$ cat src/rtl/edge_window_scheduler_if.sv
// Pixel-stream, window/filter and result handshake bundle for edge_window_scheduler.
interface edge_window_scheduler_if;
  logic         start;
  logic         in_valid;
  logic [7:0]   in_pixel;
  logic         in_ready;
  logic [199:0] win_out;
  logic [7:0]   filt_pixel;
  logic         out_valid;
  logic [7:0]   out_pixel;
  logic         out_ready;
  logic         busy;
  logic         frame_done;

  modport slave (
    input  start, in_valid, in_pixel, filt_pixel, out_ready,
    output in_ready, win_out, out_valid, out_pixel, busy, frame_done
  );
  modport master (
    output start, in_valid, in_pixel, filt_pixel, out_ready,
    input  in_ready, win_out, out_valid, out_pixel, busy, frame_done
  );
endinterface

$ cat src/rtl/edge_window_scheduler.sv
// Raster 5x5 window scheduler feeding an external combinational edge filter.
// Optional EDGE_FRAME_CNT_EN adds a 16-bit frame_count output.
module edge_window_scheduler #(
  parameter int IMG_W = 64,
  parameter int IMG_H = 64
) (
  input  logic                    clk,
  input  logic                    rst_n,
  edge_window_scheduler_if.slave  bus
`ifdef EDGE_FRAME_CNT_EN
  ,
  output logic [15:0]             frame_count
`endif
);
  localparam int XW = $clog2(IMG_W);
  localparam int YW = $clog2(IMG_H);
  localparam logic [1:0] IDLE  = 2'd0;
  localparam logic [1:0] RUN   = 2'd1;
  localparam logic [1:0] FLUSH = 2'd2;

  logic [1:0]           state;
  logic [XW-1:0]        x;
  logic [YW-1:0]        y;
  logic [31:0]          lb [IMG_W];
  logic [4:0][4:0][7:0] win;
  logic                 win_vld;
  logic                 out_valid;
  logic [7:0]           out_pixel;
  logic                 stall, accept, row_end, last_px, flush_done;
  logic [31:0]          col;

  // Column word per x: [31:24] is row y-4 (oldest), [7:0] is row y-1.
  assign col        = lb[x];
  assign stall      = out_valid && !bus.out_ready;
  assign bus.in_ready = (state == RUN) && !stall;
  assign accept     = bus.in_valid && bus.in_ready;
  assign row_end    = (x == XW'(IMG_W - 1));
  assign last_px    = row_end && (y == YW'(IMG_H - 1));
  assign flush_done = (state == FLUSH) && !win_vld && !out_valid;

  assign bus.win_out    = win;
  assign bus.out_valid  = out_valid;
  assign bus.out_pixel  = out_pixel;
  assign bus.busy       = (state != IDLE);
  assign bus.frame_done = flush_done;

  always_ff @(posedge clk or negedge rst_n) begin
    if (!rst_n) begin
      state <= IDLE;
      x     <= '0;
      y     <= '0;
    end else begin
      case (state)
        IDLE: if (bus.start) begin
          state <= RUN;
          x     <= '0;
          y     <= '0;
        end
        RUN: if (accept) begin
          if (row_end) begin
            x <= '0;
            y <= last_px ? '0 : y + 1'b1;
          end else begin
            x <= x + 1'b1;
          end
          if (last_px) state <= FLUSH;
        end
        FLUSH: if (flush_done) state <= IDLE;
        default: state <= IDLE;
      endcase
    end
  end

  always_ff @(posedge clk) begin
    if (accept) lb[x] <= {col[23:0], bus.in_pixel};
  end

  // Window and win_vld freeze while the result register is stalled.
  always_ff @(posedge clk or negedge rst_n) begin
    if (!rst_n) begin
      win     <= '0;
      win_vld <= 1'b0;
    end else if (accept) begin
      for (int r = 0; r < 5; r++) win[r][3:0] <= win[r][4:1];
      win[0][4] <= col[31:24];
      win[1][4] <= col[23:16];
      win[2][4] <= col[15:8];
      win[3][4] <= col[7:0];
      win[4][4] <= bus.in_pixel;
      win_vld   <= (x >= XW'(4)) && (y >= YW'(4));
    end else if (!stall) begin
      win_vld <= 1'b0;
    end
  end

  always_ff @(posedge clk or negedge rst_n) begin
    if (!rst_n) begin
      out_valid <= 1'b0;
      out_pixel <= '0;
    end else if (win_vld && !stall) begin
      out_valid <= 1'b1;
      out_pixel <= bus.filt_pixel;
    end else if (bus.out_ready) begin
      out_valid <= 1'b0;
    end
  end

`ifdef EDGE_FRAME_CNT_EN
  always_ff @(posedge clk or negedge rst_n) begin
    if (!rst_n)          frame_count <= '0;
    else if (flush_done) frame_count <= frame_count + 16'd1;
  end
`endif
endmodule

$ cat src/flat_wrapper.sv
// flat-port wrapper written by rule: the top's interface ports become plain ports
module edge_window_scheduler_flat 
#(
  parameter int IMG_W = 64,
  parameter int IMG_H = 64
)
  (clk, rst_n, bus_start, bus_in_valid, bus_in_pixel, bus_filt_pixel, bus_out_ready, bus_in_ready, bus_win_out, bus_out_valid, bus_out_pixel, bus_busy, bus_frame_done);
  edge_window_scheduler_if bus_i ();
  input  logic clk;
  input  logic rst_n;
  input wire logic [$bits(bus_i.start)-1:0] bus_start;
  input wire logic [$bits(bus_i.in_valid)-1:0] bus_in_valid;
  input wire logic [$bits(bus_i.in_pixel)-1:0] bus_in_pixel;
  input wire logic [$bits(bus_i.filt_pixel)-1:0] bus_filt_pixel;
  input wire logic [$bits(bus_i.out_ready)-1:0] bus_out_ready;
  output wire logic [$bits(bus_i.in_ready)-1:0] bus_in_ready;
  output wire logic [$bits(bus_i.win_out)-1:0] bus_win_out;
  output wire logic [$bits(bus_i.out_valid)-1:0] bus_out_valid;
  output wire logic [$bits(bus_i.out_pixel)-1:0] bus_out_pixel;
  output wire logic [$bits(bus_i.busy)-1:0] bus_busy;
  output wire logic [$bits(bus_i.frame_done)-1:0] bus_frame_done;
  assign bus_i.start = bus_start;
  assign bus_i.in_valid = bus_in_valid;
  assign bus_i.in_pixel = bus_in_pixel;
  assign bus_i.filt_pixel = bus_filt_pixel;
  assign bus_i.out_ready = bus_out_ready;
  assign bus_in_ready = bus_i.in_ready;
  assign bus_win_out = bus_i.win_out;
  assign bus_out_valid = bus_i.out_valid;
  assign bus_out_pixel = bus_i.out_pixel;
  assign bus_busy = bus_i.busy;
  assign bus_frame_done = bus_i.frame_done;
  edge_window_scheduler #(.IMG_W(IMG_W), .IMG_H(IMG_H)) u_core (.clk(clk), .rst_n(rst_n), .bus(bus_i));
endmodule
$ cat config.mk
export PLATFORM = sky130hd
export DESIGN_NAME = edge_window_scheduler_flat
export DESIGN_NICKNAME = d
export VERILOG_FILES = /design/src/rtl/edge_window_scheduler_if.sv /design/src/rtl/edge_window_scheduler.sv /design/src/flat_wrapper.sv
export SDC_FILE = /design/constraint.sdc
export NUM_CORES = 2
export LEC_CHECK = 0
export ABC_AREA = 1
export CORE_MARGIN = 4
export CORE_UTILIZATION = 50
export DETAILED_ROUTE_END_ITERATION = 16
export PLACE_DENSITY_LB_ADDON = 0.05
export SYNTH_ARGS = -nofsm -noshare
export SYNTH_HDL_FRONTEND = slang
export SYNTH_SLANG_ARGS = --single-unit
$ cat constraint.sdc
create_clock -name clk -period 3.8 [get_ports clk]
set_input_delay 0.38 -clock clk [delete_from_list [all_inputs] [get_ports clk]]
set_output_delay 0.38 -clock clk [all_outputs]
set_load 0.03 [all_outputs]
After elaboration in Yosys (flattened, before gate mapping)
Memories as Yosys holds them, arrays and structs flattened.
Index checks and enable logic that the tools add are counted.

word-level totals
  flip-flop bits (word level) = 224
  bits in latches = 0
  RAM bits = 2048
  memory bits (read-only) = 0
  memories = 1

memories
  memory     words  width  rd ports  clocked after memory_dff  write ports  RTL line                     RTL
  u_core.lb  64     32     1         0                         1            edge_window_scheduler.sv:24  logic [31:0] lb [IMG_W];

operators by class
  add/sub/neg operators = 2
  $mul = 0
  div/mod/pow operators = 0
  order comparisons = 2
  equal/unequal tests = 10
  shift-type cells = 0
  muxes and demuxes = 19
  bitwise logic cells = 0
  reductions and logical operators = 19

operators with widths
  kind                                                 count
  2-to-1 mux 6 bit                                     6
  one-hot mux 6 bit (2 select lines)                   2
  adder 6 x 1 -> 6 bit, second input constant          2
  == test 6 bit, second input constant                 2
  >= comparator 6 x 3 -> 1 bit, second input constant  2
  logical AND 1 bit                                    8
  2-to-1 mux 2 bit                                     4
  AND reduction 4 bit                                  2
  2-to-1 mux 1 bit                                     6
  != test 2 x 1 -> 1 bit, second input constant        3
  != test 2 bit, second input constant                 3
  one-hot mux 2 bit (3 select lines)                   1
  nonzero test 2 bit                                   3
  logical NOT 1 bit                                    4
  AND reduction 3 bit                                  1
  == test 2 x 1 -> 1 bit, second input constant        1
  == test 2 bit, second input constant                 1
  logical NOT 2 bit                                    1

Logic depth before layout (Yosys ltp)
  depth after elaboration = 7
  depth in mapped cells = 17
  gate-level depth less buffers = 13

Worst setup path after synthesis
OpenSTA, ideal clock, no wires.

  path kind = register to register
  start = register u_core.x[3]
  end = memory u_core.lb[38][0], enable pin
  setup time = 0.421 ns
  arrival time = 2.757 ns
  setup slack = 0.622 ns
  cell stages (with the launch flop) = 6
  path buffers = 2
  path through = dfrtp_1 -> buf_2 -> nor3_1 -> clkbuf_1 -> inv_1 -> nor2_1

RTL lines
  element                 RTL line                     RTL
  start, declared         edge_window_scheduler.sv:22  logic [XW-1:0] x;
  start signal, assigned  edge_window_scheduler.sv:64  x <= x + 1'b1;
  end, declared           edge_window_scheduler.sv:24

Straight into the memory's write port.

Worst setup path in the final report
  start = register u_core.x[0]
  end = memory u_core.lb[37][27], data pin

between the ends
  word-level cells in the longest chain between the ends = 1

ends and longest elaborated chain
  element                    RTL line                     RTL
  memory read (64 x 32 bit)  --
  via u_core.col[19]         edge_window_scheduler.sv:30  logic [31:0] col;

The timed path passes the listed nets, and every way through them passes these cells.

==> reports/metrics.cfg <==
[outcome]
status = finished, final reports clean

[route]
vias = 65750
via_per_inst = 5.35
drtIter0Drc = 7055
drc = 0
wirelength_um = 285000
ant_nets = 0
wl_per_cell_um = 23.2
dr.pass1.iters = 6

[global_route]
overflow = 0
grt_pass1_vias = 61808
grt_max_degree = 221
antenna_found_initial = 15
grt_first_pass_wirelength_um = 418000
grtUsageTotal_pct = 28.7

[synthesis]
synth_edf_count = 2048
syn_area_sq_um = 94300
yosys-top-cells-count = 6018 x nand2_1, 2048 x edfxtp_1, 262 x buf_2, 224 x dfrtp_1, 166 x o21ai_0
ys.flop_type = edfxtp_1
netlist.top_cell.by_area = edfxtp_1
ys_types = 34
synth.area.top_cells = edfxtp_1 65%, nand2_1 24%, dfrtp_1 5.9%, buf_2 1.4%, o21ai_0 0.88%
synth_top_area_share_pct = 65.2
syn_avg_cell_area_sq_um = 10.2
yosysWarnings = 0
async_reset_ff_share_pct = 9.86
synthCells = 9290
ys_seq_elements = 2272
yosysMostFrequentCell = nand2_1
yosysSeqAreaShare_pct = 71.2
synth_fp_nets = 9315

[pwr]
powerDensity_nw_per_um2 = 861
p_leak_nw = 46.0
ir_worst_vdd_uv = 853

[sta]
hold_viol_final = 0
slew_violations = 0
fin_setup_tns_ps = 0
post-route-period-util_pct = 95.9
grt_setup_unrepaired = no
timing.fmax_mhz = 274
finalSetupViolCount = 0
finClkSkew_ps = 41.4
worst_pin_slew_ps = 1120
max_slew_margin_pct = 25.1
fin_crit_ps = 3640

[die]
core_sq_um = 188000
pin_count = 233
start_util_pct = 50.3
die_w_um = 442
rows = 159
die_h_um = 442
die_area_sq_um = 196000

[worst_setup_path]
r2r_slack_ps = 160
arrival_ps = 4210
crit_fanout = 67
critPathCapture = u_core.lb[37][27]
r2r_start = u_core.x[0]
cp-startpoint = u_core.x[0]
worst_r2r_endpoint = u_core.lb[37][27]
startpoint_type = flip-flop
r2r_cells = 13
path_class = reg2reg
worstPathRequired_ps = 4370
crit_path_end_kind = flip-flop

[placement]
place_inst = 11867
gp_congestion = 0.864
dp_hpwl_um = 162000
port_buffers = 232

[cts]
cts_num_sinks = 2272
cts.path.max_buffers = 3
clkTransAtPathRegs_ps = 60
cts-resized-gates = 0
cts_max_level = 4
cts-root-buf = clkbuf_16
tritoncts = yes
cts_made_buffers = 230
post-cts-setup-buffer-count = 0
insertion_delay_ps = 880

[flow_run]
cap_violations = 0

[cells_and_area]
finalNonFillerCells = 12292
drive_above_1_share_pct = 7.71
area_growth_pct = 16.0
finalNetCount = 9631

[worst_hold_path]
hold_class = in2async

-- final cells by class --
type / instances / area, sq um
Clock inverter: 115 / 875
Sequential cell: 2272 / 67100
Antenna cell: 8 / 20.0
Inverter: 134 / 539
Fill cell: 15840 / 78200
Clock buffer: 300 / 6290
Multi-Input combinational cell: 6417 / 25200
Tap cell: 2495 / 3120
Timing Repair Buffer: 551 / 6280
-- worst min-delay path by stage --
stage,from,to,slack (ps),depth (start not counted)
after floorplan,rst_n,u_core.bus.out_pixel[0],80,0
after global placement,rst_n,u_core.bus.out_pixel[0],450,1
after detailed placement,rst_n,u_core.bus.out_pixel[0],450,1
after CTS,bus_filt_pixel[3],u_core.bus.out_pixel[3],80,2
after global routing,bus_filt_pixel[3],u_core.bus.out_pixel[3],110,2
final,rst_n,u_core.bus.out_pixel[5],110,2
-- per-stage QoR --
stage	util, %	hold slack, ps	worst slack, ps	cell area (sq um)	total power, W
after floorplan	-	84.4	622	94300	0.0558
after global placement	54.5	445	289	102000	0.0726
after detailed placement	54.5	448	322	102000	0.0729
after CTS	58.3	76.1	292	109000	0.0946
after global routing	58.3	112	97.7	109000	0.0990
final	58.3	105	156	109000	0.0942
-- what timing repair did --
action	in CTS	in global routing
setup endpoints to repair	0	0
endpoints found under the hold margin	86	0
hold buffers	2	0
-- power breakdown --
| part | total [W] | internal (W) | switching, W |
|---|---|---|---|
| logic | 0.0368 | 0.00943 | 0.0273 |
| clock network | 0.0217 | 0.0123 | 0.00943 |
| registers | 0.0358 | 0.0347 | 0.00101 |
| total | 0.0942 | 0.0565 | 0.0378 |
-- layout by cell type (no fill, tap or decap), types with 6 or more instances in the layout --
master / n
o21ai_0: 166
o211ai_1: 10
inv_6: 6
mux2_2: 8
clkinv_1: 50
clkbuf_1: 54
o21ai_1: 8
buf_12: 127
nand2_2: 25
nor2_4: 69
clkbuf_16: 240
inv_1: 128
diode_2: 8
dfrtp_1: 221
nand2_1: 5994
clkbuf_8: 6
a21oi_1: 7
bufinv_16: 11
buf_4: 193
clkdlybuf4s50_1: 223
edfxtp_1: 2048
clkinv_2: 41
nor2_1: 83
nand3_1: 20
-- sequential cells by signal, summed over array words and instances, names as in the netlist --
signal                flops
u_core.lb              2048
u_core.state              2
u_core.bus.out_valid      1
u_core.x                  6
u_core.bus.win_out      200
u_core.bus.out_pixel      8
u_core.win_vld            1
u_core.y                  6
-- layer usage --
metal  part of all wire (%)  vias up  track usage, %
met5                      0        -               0
met4                    3.3        0            9.46
met3                    8.1      475            3.91
met2                     46     2785            45.5
met1                     42    31908            41.4
li1                       -    30582               -
-- critical path, stage by stage (launching register included) --
cell	delay [ps]
dfrtp_4	630
inv_16	200
buf_12	270
nand2_1	110
nand2_1	60
nand2_1	50
nand2_1	70
nand2_1	50
nand2_1	170
nand2_1	110
nand2_1	180
nor2_1	710
nand2_2	300
buf_12	270
-- cell families (layout without fill, tap and decap cells) --
kind of cell | count (synthesis) | count (layout) | share of synthesized area (%)
AND/OR/NAND/NOR | 6206 | 6206 | 24.8
adder cells (fa/ha/maj) | 4 | 4 | 0.0531
other | 0 | 8 | 0
buffers and inverters | 601 | 1100 | 2.81
flip-flops | 2272 | 2272 | 71.2
AO/OA/AOI/OAI | 198 | 198 | 1.10
multiplexers | 8 | 8 | 0.0955
XOR/XNOR | 1 | 1 | 0.00929
Note: power is estimated with default switching activity, not from simulation.
